--- config.mk ---
export PLATFORM = sky130hd
export DESIGN_NAME = imem_loader
export DESIGN_NICKNAME = d
export VERILOG_FILES = /design/src/rtl/imem_loader_pkg.sv /design/src/rtl/imem_byte_packer.sv /design/src/rtl/imem_loader.sv
export SDC_FILE = /design/constraint.sdc
export NUM_CORES = 1
export LEC_CHECK = 0
export BUFFER_PORTS_ARGS = -buffer_cell sky130_fd_sc_hd__clkbuf_2
export CAP_MARGIN = 20
export CELL_PAD_IN_SITES_DETAIL_PLACEMENT = 1
export CELL_PAD_IN_SITES_GLOBAL_PLACEMENT = 1
export CORE_ASPECT_RATIO = 1.25
export CORE_MARGIN = 2
export CORE_UTILIZATION = 49
export DETAILED_ROUTE_END_ITERATION = 6
export PLACE_DENSITY = 0.85
export RECOVER_POWER = 25
export SYNTH_ARGS = -nofsm -noshare
export SYNTH_HDL_FRONTEND = slang
export SYNTH_SLANG_ARGS = --single-unit
--- constraint.sdc ---
create_clock -name clk -period 13.9 [get_ports clk]
set_clock_uncertainty 0.1 [all_clocks]
set_input_delay 4.17 -clock clk [delete_from_list [all_inputs] [get_ports clk]]
set_output_delay 4.17 -clock clk [all_outputs]
set_load 0.005 [all_outputs]
--- src/rtl/imem_loader_pkg.sv ---
// Shared definitions for the instruction-memory loader: FSM state encoding and stream framing sizes.
package imem_loader_pkg;

  typedef enum logic [2:0] {
    ST_HDR,
    ST_DATA,
    ST_CHK,
    ST_DONE,
    ST_ERROR
  } state_t;

  localparam int HDR_BYTES  = 2;
  localparam int WORD_BYTES = 4;

endpackage

--- src/rtl/imem_byte_packer.sv ---
// Assembles little-endian 32-bit words from accepted bytes; word/word_valid are presented
// combinationally in the cycle the final byte of a word is accepted.
module imem_byte_packer
  import imem_loader_pkg::*;
(
  input  logic        clk,
  input  logic        rst,
  input  logic        clear,
  input  logic        fire,
  input  logic [7:0]  in_byte,
  output logic [31:0] word,
  output logic        word_valid
);

  logic [1:0]  idx_reg;
  logic [31:0] shift_reg;

  // Each new byte enters at the top, so after four bytes the first one sits in bits [7:0].
  assign word       = {in_byte, shift_reg[31:8]};
  assign word_valid = fire && (idx_reg == 2'(WORD_BYTES - 1));

  always_ff @(posedge clk or posedge rst) begin
    if (rst) begin
      idx_reg   <= 2'd0;
      shift_reg <= 32'd0;
    end else if (clear) begin
      idx_reg   <= 2'd0;
      shift_reg <= 32'd0;
    end else if (fire) begin
      idx_reg   <= idx_reg + 2'd1;
      shift_reg <= word;
    end
  end

endmodule

--- src/rtl/imem_loader.sv ---
// Boot loader: parses a byte stream (count header + words) onto the IM write port and holds the
// core in reset until the image is in. Define IMEM_LOADER_CHECKSUM_EN for a trailing sum byte.
module imem_loader
  import imem_loader_pkg::*;
#(
  parameter int          MAX_WORDS = 256,
  parameter logic [31:0] BASE_ADDR = 32'h0000_0000,
  parameter int          CNT_W     = 16
) (
  input  logic        clk,
  input  logic        rst,
  input  logic        start,
  input  logic        in_valid,
  input  logic [7:0]  in_byte,
  output logic        in_ready,
  output logic        IM_we,
  output logic [31:0] IM_addr,
  output logic [31:0] IM_data,
  output logic        cpu_rst,
  output logic        busy,
  output logic        done,
  output logic        err
);

  state_t           state_reg;
  logic             hdr_idx_reg;
  logic [7:0]       hdr_lo_reg;
  logic [CNT_W-1:0] n_reg;
  logic [CNT_W-1:0] word_cnt_reg;
  logic [CNT_W-1:0] hdr_n;
  logic [31:0]      next_addr_reg;
  logic [31:0]      im_addr_reg;
  logic [31:0]      im_data_reg;
  logic [31:0]      word;
  logic             im_we_reg;
  logic             cpu_rst_reg;
  logic             busy_reg;
  logic             done_reg;
  logic             err_reg;
  logic             accept;
  logic             data_fire;
  logic             word_valid;
  logic             restart;

`ifdef IMEM_LOADER_CHECKSUM_EN
  logic [7:0] csum_reg;
  localparam state_t ST_POST = ST_CHK;
`else
  localparam state_t ST_POST = ST_DONE;
`endif

  assign in_ready  = (state_reg == ST_HDR) || (state_reg == ST_DATA) || (state_reg == ST_CHK);
  assign accept    = in_valid && in_ready;
  assign data_fire = accept && (state_reg == ST_DATA);
  assign restart   = start && ((state_reg == ST_DONE) || (state_reg == ST_ERROR));
  assign hdr_n     = CNT_W'({in_byte, hdr_lo_reg});

  assign IM_we   = im_we_reg;
  assign IM_addr = im_addr_reg;
  assign IM_data = im_data_reg;
  assign cpu_rst = cpu_rst_reg;
  assign busy    = busy_reg;
  assign done    = done_reg;
  assign err     = err_reg;

  imem_byte_packer u_packer (
    .clk        (clk),
    .rst        (rst),
    .clear      (restart),
    .fire       (data_fire),
    .in_byte    (in_byte),
    .word       (word),
    .word_valid (word_valid)
  );

  always_ff @(posedge clk or posedge rst) begin
    if (rst) begin
      state_reg     <= ST_HDR;
      hdr_idx_reg   <= 1'b0;
      hdr_lo_reg    <= 8'd0;
      n_reg         <= '0;
      word_cnt_reg  <= '0;
      next_addr_reg <= BASE_ADDR;
      im_we_reg     <= 1'b0;
      im_addr_reg   <= BASE_ADDR;
      im_data_reg   <= 32'd0;
      cpu_rst_reg   <= 1'b1;
      busy_reg      <= 1'b1;
      done_reg      <= 1'b0;
      err_reg       <= 1'b0;
`ifdef IMEM_LOADER_CHECKSUM_EN
      csum_reg      <= 8'd0;
`endif
    end else begin
      im_we_reg <= 1'b0;
      if (restart) begin
        state_reg     <= ST_HDR;
        hdr_idx_reg   <= 1'b0;
        word_cnt_reg  <= '0;
        next_addr_reg <= BASE_ADDR;
        im_addr_reg   <= BASE_ADDR;
        cpu_rst_reg   <= 1'b1;
        busy_reg      <= 1'b1;
        done_reg      <= 1'b0;
        err_reg       <= 1'b0;
`ifdef IMEM_LOADER_CHECKSUM_EN
        csum_reg      <= 8'd0;
`endif
      end else begin
        case (state_reg)
          ST_HDR: begin
            if (accept) begin
              if (hdr_idx_reg != 1'(HDR_BYTES - 1)) begin
                hdr_lo_reg  <= in_byte;
                hdr_idx_reg <= 1'b1;
              end else begin
                hdr_idx_reg <= 1'b0;
                n_reg       <= hdr_n;
                if (hdr_n == '0)
                  state_reg <= ST_POST;
                else if (hdr_n > CNT_W'(MAX_WORDS))
                  state_reg <= ST_ERROR;
                else
                  state_reg <= ST_DATA;
              end
            end
          end
          ST_DATA: begin
`ifdef IMEM_LOADER_CHECKSUM_EN
            if (data_fire)
              csum_reg <= csum_reg + in_byte;
`endif
            if (word_valid) begin
              im_we_reg     <= 1'b1;
              im_data_reg   <= word;
              im_addr_reg   <= next_addr_reg;
              next_addr_reg <= next_addr_reg + 32'd4;
              word_cnt_reg  <= word_cnt_reg + CNT_W'(1);
              if (word_cnt_reg == n_reg - CNT_W'(1))
                state_reg <= ST_POST;
            end
          end
`ifdef IMEM_LOADER_CHECKSUM_EN
          ST_CHK: begin
            if (accept)
              state_reg <= (in_byte == csum_reg) ? ST_DONE : ST_ERROR;
          end
`endif
          // Status flags follow the state by one cycle so cpu_rst drops after the last write.
          ST_DONE: begin
            done_reg    <= 1'b1;
            busy_reg    <= 1'b0;
            cpu_rst_reg <= 1'b0;
          end
          ST_ERROR: begin
            err_reg  <= 1'b1;
            busy_reg <= 1'b0;
          end
          default: state_reg <= ST_HDR;
        endcase
      end
    end
  end

endmodule

==> flow_summary.json <==
{
  "status": "finished, violations left",
  "violations": "max-capacitance violations, max-slew violations",
  "wl_met3_um": 674,
  "grt_max_degree": 95,
  "cp.depth": 3,
  "synth_warnings": 0,
  "seq_power_share_pct": 45.4,
  "powerDensity_nw_per_um2": 151,
  "dr.pass1.iters": 5,
  "total_power_mw": 1.35,
  "numPortBuffers": 81,
  "p_clk_share_pct": 36.9,
  "crit_chain": "clkbuf_2 -> clkinvlp_2 -> buf_4",
  "die_y_um": 145,
  "highest_layer": "met4",
  "cts_inserted_buffers": 17,
  "synth-main-ff-cell": "dfrtp_1",
  "multi_input_area_sq_um": 3320,
  "seqCellArea_sq_um": 4210,
  "routed-wl-met2_mm": 11.7,
  "cts_hold_buf": 0,
  "drive_gt1_share_pct": 19.0,
  "grt_usage_pct": 26.7,
  "yosysSeqAreaShare_pct": 54.0,
  "required_ps": 14240,
  "clkSlewWorstSetupHoldPaths_ps": 60,
  "wirelength_mm": 21.2,
  "leakage_nw": 4.22,
  "p_int_uw": 933,
  "dieWidth_um": 117,
  "dp_hpwl_mm": 14.2,
  "synthCells": 797,
  "final_nets": 875,
  "row_count": 51,
  "finalHoldViolations": 0,
  "pwr-share-comb_pct": 17.7,
  "diodes": 0,
  "cts_tree": "done",
  "setup_violations": 0,
  "max_slew_margin_pct": -173,
  "final_util_pct": 57.2,
  "drt-initial-drc-count": 355,
  "clockBufferDepth": 2,
  "avgSynthCellArea_sq_um": 9.78,
  "yosys.area.top_type_share_pct": 53.3,
  "layout_setup_ws_ps": 6630,
  "critPathTopFamily": "buffers and inverters",
  "tightest_slew_ps": 4080,
  "yosys-top-cells-area": "dfrtp_1 53%, nand2_1 9.8%, mux2_2 3.6%",
  "cts_sinks": 168,
  "crit_start": "rst",
  "initial_core_util_pct": 50.0,
  "reg2reg_slack_ps": 10330,
  "die_area_sq_um": 16900,
  "yosysUniqueCellTypes": 64,
  "end_kind": "asynchronous set/reset pin",
  "synth_fp_nets": 813,
  "yosysTopAreaCell": "dfrtp_1",
  "drc": 0,
  "vias": 6238,
  "fmax_ghz": 0.138,
  "p_switching_uw": 413,
  "p_sw_share_pct": 30.7,
  "ys_ff_latch": 168,
  "path_class": "input port to asynchronous set/reset pin",
  "critPathMaxStageDelay_ps": 2270,
  "grt_pass1_wl_mm": 35.3,
  "place_congestion": 0.923,
  "wl_per_cell_um": 19.5,
  "synth-edff-count": 0,
  "post-place-ws_ps": 6960,
  "grt_pass1_vias": 6957,
  "holdCritPathClass": "flop to flop",
  "drt-met1-wl_mm": 8.16,
  "maxCapViolCount": 2,
  "vias_per_cell": 5.75,
  "post-route-period-util_pct": 52.3,
  "ys_async_sr_fraction_pct": 100,
  "pin_count": 82,
  "worstReg2RegEnd": "IM_addr[16]",
  "yosysMostFrequentCell": "nand2_1",
  "crit_slowest_cell": "clkinvlp_2",
  "netlist_top_cells_count": "204 x nand2_1, 166 x dfrtp_1, 61 x nor2_1",
  "cts_setup_buffers": 0,
  "slew_viol_final": 123,
  "critPathLaunchType": "input port",
  "ir_drop_mv": 0.0662,
  "rr_worst_depth": 6,
  "rsz0062_at_grt": "no",
  "largest_register_ffs": 32,
  "period_minus_slack_ps": 7270,
  "fillers": 1776,
  "timing.rr.start": "state_reg[0]",
  "grt_overflow": 0,
  "fp.coreArea_sq_um": 15600,
  "worstSkewPairLatency_ps": 440,
  "critical_path_buf_inv_count": 3,
  "ctsHtreeMaxLevel": 4,
  "cts_root_buf": "clkbuf_16",
  "endpoint": "u_packer.shift_reg[31]",
  "area_growth_pct": 14.3,
  "critPathMaxFanout": 94,
  "ant_nets": 0,
  "antenna_found_initial": 0,
  "crit_arrival_ps": 7610,
  "synth_area_sq_um": 7790,
  "fin_setup_tns_ps": 0,
  "cts_resized": 0
}
worst reg2reg max path, delay by kind of cell, from the launching register on:
| kind | cells | cell delay, ps |
|---|---|---|
| multiplexers | 1 | 110 |
| flip-flops | 1 | 660 |
| buffers and inverters | 2 | 810 |
| AND/OR/NAND/NOR | 2 | 1510 |
| AO/OA/AOI/OAI | 1 | 240 |
worst min path at each step:
stage,startpoint,end,slack [ps],cells past startpoint
floorplan,u_packer.shift_reg[8],IM_data[0],340,2
global placement,u_packer.shift_reg[10],IM_data[2],360,2
detailed placement,IM_data[22],IM_data[22],370,2
CTS,IM_data[3],IM_data[3],380,2
global route,IM_data[19],IM_data[19],410,2
finish,IM_data[3],IM_data[3],380,2
final cells by class:
cell class                 count  area share, %
clock inverter                13           1.93
clock buffer                  19           5.09
tap                          212           2.98
timing repair buffer          87           5.03
sequential                   168           47.2
inverter                      10          0.436
multi-input combinational    575           37.3
cell families (layout without fill, tap and decap cells):
logic type               Yosys count  after routing  share of synthesized area (%)
XOR/XNOR                          52             52                           5.85
AO/OA/AOI/OAI                    119            119                           9.72
multiplexers                      27             27                           3.87
adder cells (fa/ha/maj)            4              4                          0.642
AND/OR/NAND/NOR                  373            373                           22.5
flip-flops                       168            168                           54.0
buffers and inverters             54            129                           3.39
placed cells by master, fill, tap and decap left out, drive strengths merged, types with 7 or more instances in the layout:
| master | n |
|---|---|
| nand2 | 204 |
| dfrtp | 166 |
| clkbuf | 100 |
| nor2 | 61 |
| a21oi | 46 |
| o21ai | 30 |
| xor2 | 27 |
| xnor2 | 25 |
| mux2 | 25 |
| a22o | 17 |
| nand3 | 17 |
| nor3 | 16 |
| and3 | 12 |
| nand4 | 12 |
| nor4 | 12 |
| inv | 10 |
| or3 | 7 |
through the flow:
step	hold slack (ps)	area, sq um	cells
after detailed placement	365	8300	1052
final	376	8900	1084
after CTS	382	8920	1084
after floorplan	339	7790	797
after global routing	412	8900	1084
after global placement	356	8300	1052
power by group through the flow:
stage          clock network, mW  logic, mW  registers (mW)
6_report                   0.497      0.238           0.611
5_1_grt                    0.523      0.261           0.619
4_1_cts                    0.502      0.241           0.610
3_5_place_dp                   0      0.238           0.619
3_3_place_gp                   0      0.222           0.612
2_1_floorplan                  0      0.211           0.578
metal layers:
| layer | vias to the layer above | global-route usage [%] |
|---|---|---|
| li1 | 2836 | - |
| met1 | 3192 | 30.7 |
| met2 | 160 | 48.5 |
| met3 | 50 | 3.97 |
| met4 | 0 | 10.6 |
| met5 | - | 0 |
No activity file was read; power rests on OpenSTA's default activity.
